**src/rtl/accum_unit.sv**
```systemverilog
// ---------------------------------------------------------------------------
// accum_unit
//
// Streaming unsigned accumulator. Operand beats arrive over a valid/ready
// handshake. A running sum, a beat count and a sticky carry-out flag are
// kept per packet. When the beat marked last is accepted, the totals are
// presented on the output handshake and held until the consumer takes them.
//
// Per-beat datapath: acc + in_data modulo 2^WIDTH, which is the same result
// the upstream ripple-carry adder produces.
//
// Optional feature macro: ACCUM_SATURATE_EN
//   undefined (default) : sum wraps modulo 2^WIDTH; out_ovf flags the carry
//   defined             : the first carry pins the sum at all-ones for the
//                         rest of the packet; out_ovf is still set
//
// Ports
//   clk        in   single clock, rising edge
//   rst        in   asynchronous, active-high reset
//   in_valid   in   operand beat present
//   in_ready   out  block can accept a beat (low in HOLD and during reset)
//   in_data    in   WIDTH-bit unsigned operand
//   in_last    in   beat is the final operand of the packet
//   out_valid  out  result available (HOLD state)
//   out_ready  in   consumer takes the result
//   out_sum    out  accumulated sum
//   out_count  out  beats in the packet, including last (saturating)
//   out_ovf    out  sticky carry-out of bit WIDTH-1 within the packet
//   dbg_state  out  current FSM state encoding (0 IDLE, 1 ACCUM, 2 HOLD)
//
// Handshake rule (both sides): a transfer happens on a rising clock edge
// where valid and ready are both high. A producer holding valid keeps its
// payload stable until the transfer; ready may be withdrawn at any time
// without losing data, because nothing moves unless both are high.
// ---------------------------------------------------------------------------
module accum_unit #(
  parameter int WIDTH   = 32,
  parameter int COUNT_W = 8
) (
  input  logic               clk,
  input  logic               rst,
  input  logic               in_valid,
  output logic               in_ready,
  input  logic [WIDTH-1:0]   in_data,
  input  logic               in_last,
  output logic               out_valid,
  input  logic               out_ready,
  output logic [WIDTH-1:0]   out_sum,
  output logic [COUNT_W-1:0] out_count,
  output logic               out_ovf,
  output logic [1:0]         dbg_state
);

  typedef enum logic [1:0] {
    IDLE  = 2'd0,
    ACCUM = 2'd1,
    HOLD  = 2'd2
  } state_t;

  localparam logic [COUNT_W-1:0] CNT_MAX = '1;
  localparam logic [COUNT_W-1:0] CNT_ONE = {{(COUNT_W-1){1'b0}}, 1'b1};
  localparam logic [WIDTH-1:0]   ACC_ONES = '1;

  state_t             state_q, state_d;
  logic [WIDTH-1:0]   acc_q, acc_d;
  logic [COUNT_W-1:0] cnt_q, cnt_d;
  logic               ovf_q, ovf_d;

  // Goes high on the first edge after reset release. It keeps in_ready low
  // for the whole reset period and for the cycle in which reset drops, so a
  // beat offered right at release is never taken before the block is live.
  logic               live_q;

  logic               accept;
  logic               out_fire;
  logic [WIDTH-1:0]   sum_raw;
  logic               carry;
  logic [COUNT_W-1:0] cnt_inc;
  logic [WIDTH-1:0]   acc_step;

  // -------------------------------------------------------------------------
  // Handshake qualifiers
  // -------------------------------------------------------------------------
  assign in_ready  = live_q & (state_q != HOLD);
  assign out_valid = (state_q == HOLD);
  assign accept    = in_valid & in_ready;
  assign out_fire  = out_valid & out_ready;

  // -------------------------------------------------------------------------
  // Per-beat datapath
  // -------------------------------------------------------------------------
  // Truncated add; a wrapped result is smaller than the old accumulator
  // exactly when the true sum needed bit WIDTH, so the compare recovers the
  // carry without widening the adder.
  assign sum_raw = acc_q + in_data;
  assign carry   = (sum_raw < acc_q);

  // Beat counter sticks at its maximum instead of wrapping to zero.
  assign cnt_inc = (cnt_q == CNT_MAX) ? cnt_q : (cnt_q + CNT_ONE);

`ifdef ACCUM_SATURATE_EN
  // Once any carry has been seen in this packet the sum is pinned at
  // all-ones; ovf_q covers carries from earlier beats, carry this beat.
  assign acc_step = (ovf_q | carry) ? ACC_ONES : sum_raw;
`else
  assign acc_step = sum_raw;
`endif

  // -------------------------------------------------------------------------
  // State register and datapath registers
  // -------------------------------------------------------------------------
  always_ff @(posedge clk or posedge rst) begin
    if (rst) begin
      state_q <= IDLE;
      acc_q   <= '0;
      cnt_q   <= '0;
      ovf_q   <= 1'b0;
      live_q  <= 1'b0;
    end else begin
      state_q <= state_d;
      acc_q   <= acc_d;
      cnt_q   <= cnt_d;
      ovf_q   <= ovf_d;
      live_q  <= 1'b1;
    end
  end

  // -------------------------------------------------------------------------
  // Next-state and datapath update
  // -------------------------------------------------------------------------
  always_comb begin
    state_d = state_q;
    acc_d   = acc_q;
    cnt_d   = cnt_q;
    ovf_d   = ovf_q;

    unique case (state_q)
      IDLE: begin
        // First beat of a packet loads the registers rather than adding,
        // so nothing from a previous packet can leak into this one.
        if (accept) begin
          acc_d   = in_data;
          cnt_d   = CNT_ONE;
          ovf_d   = 1'b0;
          state_d = in_last ? HOLD : ACCUM;
        end
      end

      ACCUM: begin
        if (accept) begin
          acc_d = acc_step;
          cnt_d = cnt_inc;
          ovf_d = ovf_q | carry;
          if (in_last) begin
            state_d = HOLD;
          end
        end
      end

      HOLD: begin
        // Input side is blocked here, so the only event is the result
        // leaving. Clearing on the way out keeps the outputs at zero while
        // idle.
        if (out_fire) begin
          acc_d   = '0;
          cnt_d   = '0;
          ovf_d   = 1'b0;
          state_d = IDLE;
        end
      end

      default: begin
        state_d = IDLE;
        acc_d   = '0;
        cnt_d   = '0;
        ovf_d   = 1'b0;
      end
    endcase
  end

  // -------------------------------------------------------------------------
  // Outputs
  // -------------------------------------------------------------------------
  assign out_sum   = acc_q;
  assign out_count = cnt_q;
  assign out_ovf   = ovf_q;
  assign dbg_state = state_q;

endmodule

```
**config.mk**
```make
export PLATFORM = sky130hd
export DESIGN_NAME = accum_unit
export DESIGN_NICKNAME = d
export VERILOG_FILES = /design/src/rtl/accum_unit.sv
export SDC_FILE = /design/constraint.sdc
export NUM_CORES = 1
export LEC_CHECK = 0
export ABC_AREA = 1
export ABC_CLOCK_PERIOD_IN_PS = 5400
export BUFFER_PORTS_ARGS = -buffer_cell sky130_fd_sc_hd__buf_2
export CAP_MARGIN = 20
export CORE_ASPECT_RATIO = 1.25
export CORE_MARGIN = 5
export CORE_UTILIZATION = 60
export DETAILED_ROUTE_END_ITERATION = 8
export PLACE_DENSITY = 0.83
export SLEW_MARGIN = 15
export SYNTH_ARGS = -nofsm -noshare
export SYNTH_HDL_FRONTEND = slang
export SYNTH_SLANG_ARGS = --single-unit
```
**constraint.sdc**
```tcl
create_clock -name clk -period 5.4 [get_ports clk]
set_input_delay 0.81 -clock clk [delete_from_list [all_inputs] [get_ports clk]]
set_output_delay 0.81 -clock clk [all_outputs]
set_load 0.05 [all_outputs]
```
==> summary.md, run 1 <==
| Metric | Value |
|---|---|
| Starting Density | 0.618 |
| DIE WIDTH | between 90 and 100 um |
| Metal-1 WL | roughly 5900 um |
| Area growth syn-to-layout | 12.0% |
| DP HPWL | 11,500 um |
| Gpl congestion | between 1 and 1.5 |
| Placeable Area | 8750 um2 |
| Die Area | roughly 11,000 um2 |
| Fin. Hold Viols | 0 |
| Synth cell types | 44 |
| Vias per cell | around 5.1 |
| Post-CTS Hold Buffers | 0 |
| CTS tree | done |
| R2R Path End | out_ovf |
| Main synth FF type | dfrtp_1 |
| Slew headroom | 0.371 |
| Die Ht | 116 um |
| Max Root-Sink Buffers | 2 |
| Final setup vio count | 0 |
| Critical Path Start Type | primary input |
| ANT cells | 0 |
| First-pass GRT wire length | around 24,000 um |
| Layout cells sized above 1 | 0.159 |
| Worst-Margin Slew | 0.941 ns |
| Initial antenna violation count | 0 |
| Clock Tree Root | clkbuf_8 |
| Most frequent cells in the layout | nand2_1 (282), inv_1 (150), buf_2 (81) |
| Io pins | a little over 80 |
| Crit-path cells | buf_2 -> ha_1 -> inv_1 -> fa_1 -> inv_1 -> nand3_1 -> nand3_1 -> nand3_1 -> nand3_1 -> nand3_1 -> nand2_1 -> nand2_1 -> and2_1 -> ha_1 -> nand4_1 -> nor3_1 -> and3_1 -> nand2_1 -> nand2_1 -> nand2_1 -> nand3_1 -> nand2_1 |
| Fmax | 290 MHz |
| Setup bufs post-CTS | 0 |
| Max incr delay on CP | around 0.4 ns |
| Synthesized Nets | 969 |
| CTS buffer count | 5 |
| Final WL | 14,500 um |
| Clk pin slew, worst setup/hold paths | 0.09 ns |
| Port-buffer cells | approximately 80 |
| Worst Reg-to-Reg Cells | 21 |
| Min cycle time layout | approximately 3.4 ns |
| Largest net degree at the start of global routing | 45 |
| Mapped Avg Cell Area | ~6.2 um2 |
| Syn. warnings | 0 |
| EDFF count, synth | 0 |
| Hold crit path type | primary input to asynchronous set/reset pin |
| Max_cap viols | 0 |
| Site Rows | 38 |
| Synth Register Bits | 44 |
| Synthesized netlist cell count | ~870 |
| WL met2 | ~7400 um |
| Yosys top cell by area | dfrtp_1 |
| Yosys top cell area share | 0.204 |
| Level count of the clock H-tree | 2 |
| DRC Markers | 0 |
| Setup_tns | 0 ns |
| Cts repair resizes | 0 |
| Mapped cell area | between 5000 and 6000 um2 |
| Vias after detailed routing | between 5,000 and 6,000 |
| Filler cells | 884 |
| Skew-Pair Late Insertion Delay | about 0.32 ns |
| Max FO, Critical Path | 4 |
| Top cells by area, synth | dfrtp_1 (20%), nand2_1 (20%), ha_1 (15%) |
| Sequential share of the synthesized area | 0.204 |
| Final period utilization | 0.638 |
| Slowest cell on crit path | fa_1 |
| Data required, critical path | 5.62 ns |
| Most common cell after layout, fill and taps aside | nand2_1 |
| RSZ-0062 raised after global routing | no |
| Iteration-0 DRC Markers | ~280 |
| Total grt overflow | 0 |
| Asr flop ratio synth | 1.00 |
| R2r startpoint | out_sum[0] |
| R2r setup slk | roughly 2.1 ns |
| Outcome | finished clean |
| Critical path class | primary input to flip-flop |
| Final net count | roughly 1,000 |
| Uppermost layer routed | met4 |
| Wire length on met3 | 528 um |
| Setup Skew | around 0.006 ns |
| Critical Path End Type | flip-flop |
| Post-DRT Antenna Nets | 0 |
| Routed WL per cell | 13.6 um |
| Gr usage total | 0.273 |
| Max Slew Vio Count | 0 |
| Clk sink count | between 40 and 50 |
| Arrival @ worst endpoint | about 3.7 ns |
| Vias in the first global route | about 5,400 |
| First drt pass iteration count | 4 |
[layer usage]
metal,vias to the layer above,GRT usage
li1,2866,-
met1,2448,0.303
met2,112,0.508
met3,46,0.0316
met4,0,0.139
met5,-,0
[cell usage after synthesis (3+ instances only)]
cell	count
a21oi_1	69
a22oi_1	11
and2_1	16
buf_2	8
clkbuf_1	3
dfrtp_1	44
ha_1	64
inv_1	151
inv_2	8
nand2_1	282
nand2_2	18
nand2_4	3
nand3_1	49
nand3_2	3
nand3b_1	3
nor2_1	54
nor2_2	4
nor2_4	3
nor3_1	7
nor3_2	5
o21ai_0	15
xor2_1	10
xor2_2	4
[flip-flops by register name, summed over array words and instances (netlist names)]
register,cells
out_count,8
out_sum,32
live_q,1
out_ovf,1
dbg_state,2
[cell families (layout without fill, tap and decap cells)]
logic type / after synthesis / in the layout / share of synthesized area
AND/OR/NAND/NOR: 454 / 454 / 0.370
AO/OA/AOI/OAI: 113 / 113 / 0.119
other: 1 / 1 / 0.000693
adder cells (fa/ha/maj): 65 / 65 / 0.152
flip-flops: 44 / 44 / 0.204
buffers and inverters: 174 / 253 / 0.124
XOR/XNOR: 16 / 16 / 0.0315
[how the worst max path moves through the flow]
stage / endpoint / slack, ns / start / cells past startpoint
detailed placement: out_ovf / 1.68 / in_data[0] / 22
global placement: out_ovf / 1.77 / in_data[0] / 22
CTS: out_ovf / 1.98 / in_data[0] / 22
floorplan: out_ovf / 2.16 / in_data[0] / 21
global route: out_ovf / 1.62 / in_data[0] / 22
finish: out_ovf / 1.95 / in_data[0] / 22
[stage by stage]
stage / worst slack, ns / utilization / cells / cell area (um2) / hold WS, ns
after floorplan: 2.16 / - / 867 / 5410 / 0.541
after global placement: 1.77 / 0.676 / 1057 / 5920 / 0.477
after detailed placement: 1.68 / 0.676 / 1057 / 5920 / 0.475
after CTS: 1.98 / 0.690 / 1065 / 6040 / 0.489
after global routing: 1.62 / 0.692 / 1066 / 6060 / 0.467
final: 1.95 / 0.692 / 1066 / 6060 / 0.449
[cell type report]
| class | instances | area (um2) | share of cell area |
|---|---|---|---|
| clock buffer | 6 | 82.6 | 0.0136 |
| tap | 120 | 150 | 0.0248 |
| multi-input combinational | 649 | 3640 | 0.601 |
| timing repair buffer | 83 | 433 | 0.0715 |
| sequential | 44 | 1100 | 0.182 |
| inverter | 162 | 613 | 0.101 |
| clock inverter | 2 | 38.8 | 0.00640 |
[critical path, delay by kind of cell]
| kind | cells | cell delay [ns] |
|---|---|---|
| adder cells (fa/ha/maj) | 3 | 0.90 |
| buffers and inverters | 3 | 0.27 |
| AND/OR/NAND/NOR | 16 | 1.67 |
Power of run 1 is not shown: default switching activity piles up to over one toggle a cycle in this logic, so the estimate is an artifact.
==> inputs of run 2 (changes only) <==
ABC_CLOCK_PERIOD_IN_PS = 3010   (was 5400)
CORE_UTILIZATION = 53   (was 60)
PLACE_DENSITY = 0.78   (was 0.83)
clock period = 3.01 ns   (was 5.4 ns; I/O delays follow)
==> run 2 against run 1 <==
Against the previous run: critical path depth fell by 1; clock-buffer cell count shrank 1; cell count up 6.8%; final area increased by 19%; clock skew increased by 0.0032 ns; hold slack got worse by 0.31 ns; core utilization increased by 2.2 points.
==> summary.md, run 2 (synthesis results as in run 1) <==
| Metric | Value |
|---|---|
| Outcome | finished clean |
| ANT cells | 0 |
| Initial antenna violation count | 0 |
| Final net count | around 1,100 |
| Register Area | 1100 um2 |
| Iteration-0 DRC Markers | 304 |
| Final setup vio count | 0 |
| Setup Skew | roughly 0.0091 ns |
| Critical Path Start Type | flip-flop |
| Setup_tns | 0 ns |
| Largest net degree at the start of global routing | 45 |
| Worst Reg-to-Reg Cells | 21 |
| Die Ht | 123 um |
| Multi-input logic area | roughly 4200 um2 |
| First drt pass iteration count | 5 |
| DIE WIDTH | 100 um |
| Filler cells | roughly 850 |
| Min cycle time layout | 2.92 ns |
| Placeable Area | roughly 10,000 um2 |
| Met3 Use GR | 0.0265 |
| Fin. Hold Viols | 0 |
| DP HPWL | about 12,000 um |
| Post-DRT Antenna Nets | 0 |
| CTS tree | done |
| Met1 GRT Util | 0.277 |
| Clock Tree Root | clkbuf_16 |
| Final period utilization | 0.971 |
| Critical Path End Type | flip-flop |
| Max FO, Critical Path | 4 |
| Gpl congestion | slightly above 0.9 |
| Vias after detailed routing | between 5,000 and 6,000 |
| Slew headroom | 0.625 |
| Most common cell after layout, fill and taps aside | nand2_1 |
| Io pins | 82 |
| Hold crit path type | primary input to asynchronous set/reset pin |
| Met2 Track Usage GR | 0.457 |
| Vias per cell | 5.22 |
| CTS buffer count | 5 |
| GR peak layer | met2 |
| Site Rows | slightly above 40 |
| Final WL | about 16,000 um |
| Die Area | approximately 12,000 um2 |
| Max_cap viols | 0 |
| Starting Density | 0.538 |
| Clk sink count | 44 |
| Most frequent cells in the layout | nand2_1 (268), inv_1 (148), buf_2 (81) |
| Area growth syn-to-layout | 32.7% |
| Critical path class | flip-flop to flip-flop |
| Max reg flops | 32 |
| Max Slew Vio Count | 0 |
| First-pass GRT wire length | 24,300 um |
| Layout cells sized above 1 | 0.294 |
| Vias in the first global route | 5,475 |
| Clk pin slew, worst setup/hold paths | 0.08 ns |
| Skew-Pair Late Insertion Delay | about 0.30 ns |
| Routed WL per cell | about 14 um |
| Max Root-Sink Buffers | 2 |
| Gr usage total | 0.246 |
| Worst-Margin Slew | 0.560 ns |
| DRC Markers | 0 |
| Arrival @ worst endpoint | 3.11 ns |
| Data required, critical path | about 3.2 ns |
| Port-buffer cells | between 80 and 90 |
| RSZ-0062 raised after global routing | yes |
| Level count of the clock H-tree | 2 |
| Fmax | 342 MHz |
| Total grt overflow | 0 |
run 2: stage by stage:
| step | utilization | cell area (um2) | cells | hold WS, ns | setup WS (ns) |
|---|---|---|---|---|---|
| 2_1_floorplan | - | 5420 | 867 | 0.541 | 0.0479 |
| 3_3_place_gp | 0.631 | 6340 | 1119 | 0.476 | -0.0849 |
| 3_5_place_dp | 0.631 | 6340 | 1119 | 0.476 | -0.139 |
| 4_1_cts | 0.650 | 6540 | 1128 | 0.373 | 0.00248 |
| 5_1_grt | 0.714 | 7180 | 1138 | 0.164 | -0.114 |
| 6_report | 0.714 | 7180 | 1138 | 0.138 | 0.0881 |
run 2: final timing paths:
path / from / endpoint / slack [ns]
setup / recovery: out_sum[0] / out_ovf / 0.09
hold / removal: rst / out_sum[27] / 0.14
setup reg to reg: out_sum[0] / out_ovf / 0.09
hold reg to reg: out_count[2] / out_count[2] / 0.49
max in group asynchronous: rst / out_sum[16] / 2.37
min in group clk: in_last / dbg_state[0] / 0.37
run 2: cell type report:
| cell class | instances | area share |
|---|---|---|
| flip-flops and latches | 44 | 0.154 |
| well taps | 129 | 0.0225 |
| clock inverters | 3 | 0.00662 |
| clock buffers | 5 | 0.0174 |
| inverters | 162 | 0.0854 |
| multi-input cells | 649 | 0.588 |
| repair buffers | 146 | 0.127 |
run 2: worst max-delay path: stages, from the launching register on:
cell and delay, ns:
dfrtp_2 0.42, ha_4 0.15, inv_2 0.04, fa_2 0.39, inv_2 0.07, nand3_2 0.07
nand3_4 0.09, nand3_2 0.11, nand3_4 0.10, nand3_2 0.08, nand2_1 0.06, nand2_1 0.05
and2_1 0.14, ha_1 0.29, nand4_1 0.11, nor3_2 0.22, and3_1 0.17, nand2_1 0.05
nand2_1 0.06, nand2_1 0.04, nand3_1 0.06, nand2_1 0.05
run 2: what timing repair did:
action                                 in CTS  in global routing
endpoints found under the hold margin       0                  0
gates resized for setup                     2                104
buffers inserted                            1                 10
hold buffers                                0                  0
pin swaps                                   1                 30
setup endpoints to repair                   1                  1
run 2: layer usage:
layer	up-vias	wire, um
met5	-	0
met1	2724	6520
met3	53	701
met4	0	728
met2	165	8450
li1	3003	-
Power of run 2 is left out for the same reason.
==> inputs of run 3 (changes only) <==
GPL_TIMING_DRIVEN = 0   (was unset)
==> run 3 against run 2 <==
Against the previous run: wire length up 0.57%; critical path depth did not move; cell count shrank 3.4%; core utilization down 4.9 points; worst setup slack worse by 0.042 ns; sequential share of layout area grew 1.1 points; register-to-register slack worse by 0.04 ns; global-route usage up 1.0 points; first-iteration DRC count increased by 6.6%.
==> summary.md, run 3 (synthesis results as in run 1) <==
| Metric | Value |
|---|---|
| Outcome | finished clean |
| Vias per cell | ~5.3 |
| Most frequent cells in the layout | nand2_1 (270), inv_1 (147), buf_2 (89) |
| Final setup vio count | 0 |
| Final period utilization | 0.985 |
| Final core utilization | 0.665 |
| Level count of the clock H-tree | 2 |
| Initial antenna violation count | 0 |
| Setup Skew | about 0.0058 ns |
| RSZ-0062 raised after global routing | yes |
| Fin. Hold Viols | 0 |
| Worst-Margin Slew | 0.733 ns |
| Hold crit path type | primary input to asynchronous set/reset pin |
| Total grt overflow | 0 |
| Crit path from | out_sum[0] |
| Clk sink count | 44 |
| Port-buffer cells | 81 |
| DP HPWL | 12,600 um |
| First-pass GRT wire length | 25,100 um |
| Max FO, Critical Path | 4 |
| Site Rows | 41 |
| Routed WL per cell | 15.0 um |
| Min cycle time layout | between 2 and 3 ns |
| Final WL | 16,500 um |
| Arrival @ worst endpoint | 3.15 ns |
| Worst Reg-to-Reg Cells | 21 |
| First drt pass iteration count | 6 |
| Area growth syn-to-layout | 23.6% |
| Data required, critical path | approximately 3.2 ns |
| Fmax | 337 MHz |
| ANT cells | 0 |
| R2R Path End | out_ovf |
| Placeable Area | ~10,000 um2 |
| Top cell by count, worst path | nand2_1 |
| Critical Path Start Type | flip-flop |
| Max Slew Vio Count | 0 |
| Max_cap viols | 0 |
| Slew headroom | 0.511 |
| Critical path class | flip-flop to flip-flop |
| Die Ht | roughly 120 um |
| Skew-Pair Late Insertion Delay | about 0.29 ns |
| Max incr delay on CP | around 0.4 ns |
| CTS tree | done |
| Clk pin slew, worst setup/hold paths | approximately 0.070 ns |
| DRC Markers | 0 |
| Most common cell after layout, fill and taps aside | nand2_1 |
| Max reg flops | 32 |
| Largest net degree at the start of global routing | 30 |
| Io pins | 82 |
| Post-DRT Antenna Nets | 0 |
| Clock Tree Root | clkbuf_16 |
| DIE WIDTH | between 100 and 150 um |
| Critical Path End Type | flip-flop |
| Crit-path cells | ha_4 -> inv_2 -> fa_2 -> inv_2 -> nand3_2 -> nand3_4 -> nand3_4 -> nand3_4 -> nand3_2 -> nand2_1 -> nand2_1 -> and2_4 -> ha_4 -> nand4_1 -> nor3_4 -> inv_1 -> o21a_1 -> nand2_1 -> nand2_1 -> nand3_2 -> nand2_1 |
| R2r startpoint | out_sum[0] |
| Final net count | 1,071 |
| R2r setup slk | 0.05 ns |
| Layout cells sized above 1 | 0.249 |
| Die Area | 12,300 um2 |
| Post-CTS Hold Buffers | 0 |
| Max Root-Sink Buffers | 2 |
| CTS buffer count | 5 |
| Gpl congestion | approximately 0.93 |
| Slowest cell on crit path | fa_2 |
| Starting Density | 0.538 |
| Vias after detailed routing | approximately 5,800 |
| Vias in the first global route | 5,470 |
| Iteration-0 DRC Markers | about 320 |
| Gr usage total | 0.256 |
==> run 3: cell types whose count changed in the layout (fill, tap and decap cells not counted), sizes merged <==
| cell | previous run | this run |
|---|---|---|
| bufinv | 1 | 0 |
| buf | 146 | 104 |
| clkbuf | 5 | 9 |
| clkinv | 3 | 2 |
| clkinvlp | 0 | 1 |
==> run 3: critical path, delay by kind of cell, from the launching register on <==
family / cells / cell delay (ns)
adder cells (fa/ha/maj): 3 / 0.82
flip-flops: 1 / 0.39
buffers and inverters: 3 / 0.18
AO/OA/AOI/OAI: 1 / 0.16
AND/OR/NAND/NOR: 14 / 1.30
==> run 3: layout make-up <==
type / count / area (um2)
plain buffers: 12 / 58.8
clock buffers: 6 / 129
clock inverters: 2 / 12.5
fillers: 931 / 3370
inverters: 162 / 613
multi-input cells: 649 / 4090
flip-flops and latches: 44 / 1100
well taps: 129 / 161
repair buffers: 95 / 523
==> run 3: timing repair <==
| action | CTS | global route |
|---|---|---|
| buffers inserted | 2 | 11 |
| pin swaps | 1 | 18 |
| setup endpoints to repair | 1 | 1 |
| gates resized for setup | 9 | 75 |
==> run 3: worst max path at each step <==
stage | slack, ns | cells past startpoint | to
3_3_place_gp | -0.47 | 22 | out_ovf
2_1_floorplan | 0.05 | 21 | out_ovf
4_1_cts | 0.004 | 19 | out_ovf
3_5_place_dp | -0.45 | 22 | out_ovf
5_1_grt | -0.14 | 21 | out_ovf
6_report | 0.05 | 21 | out_ovf
==> run 3: through the flow <==
step                      setup TNS [ns]  worst slack (ns)  std cells  instance area [um2]  hold WS (ns)
after global placement            -0.468            -0.468       1077                 5990         0.478
after global routing              -0.144            -0.144       1099                 6690         0.172
after floorplan                        0            0.0479        867                 5420         0.541
final                                  0            0.0460       1099                 6690         0.137
after detailed placement          -0.450            -0.450       1078                 6010         0.463
after CTS                              0           0.00377       1088                 6220         0.155
==> run 3: routing by layer <==
layer	track usage	vias up	wire length (um)
li1	-	2935	-
met1	0.292	2643	6520
met2	0.461	192	8330
met3	0.0333	55	786
met4	0.135	0	857
met5	0	-	0
Power of run 3 is left out for the same reason.
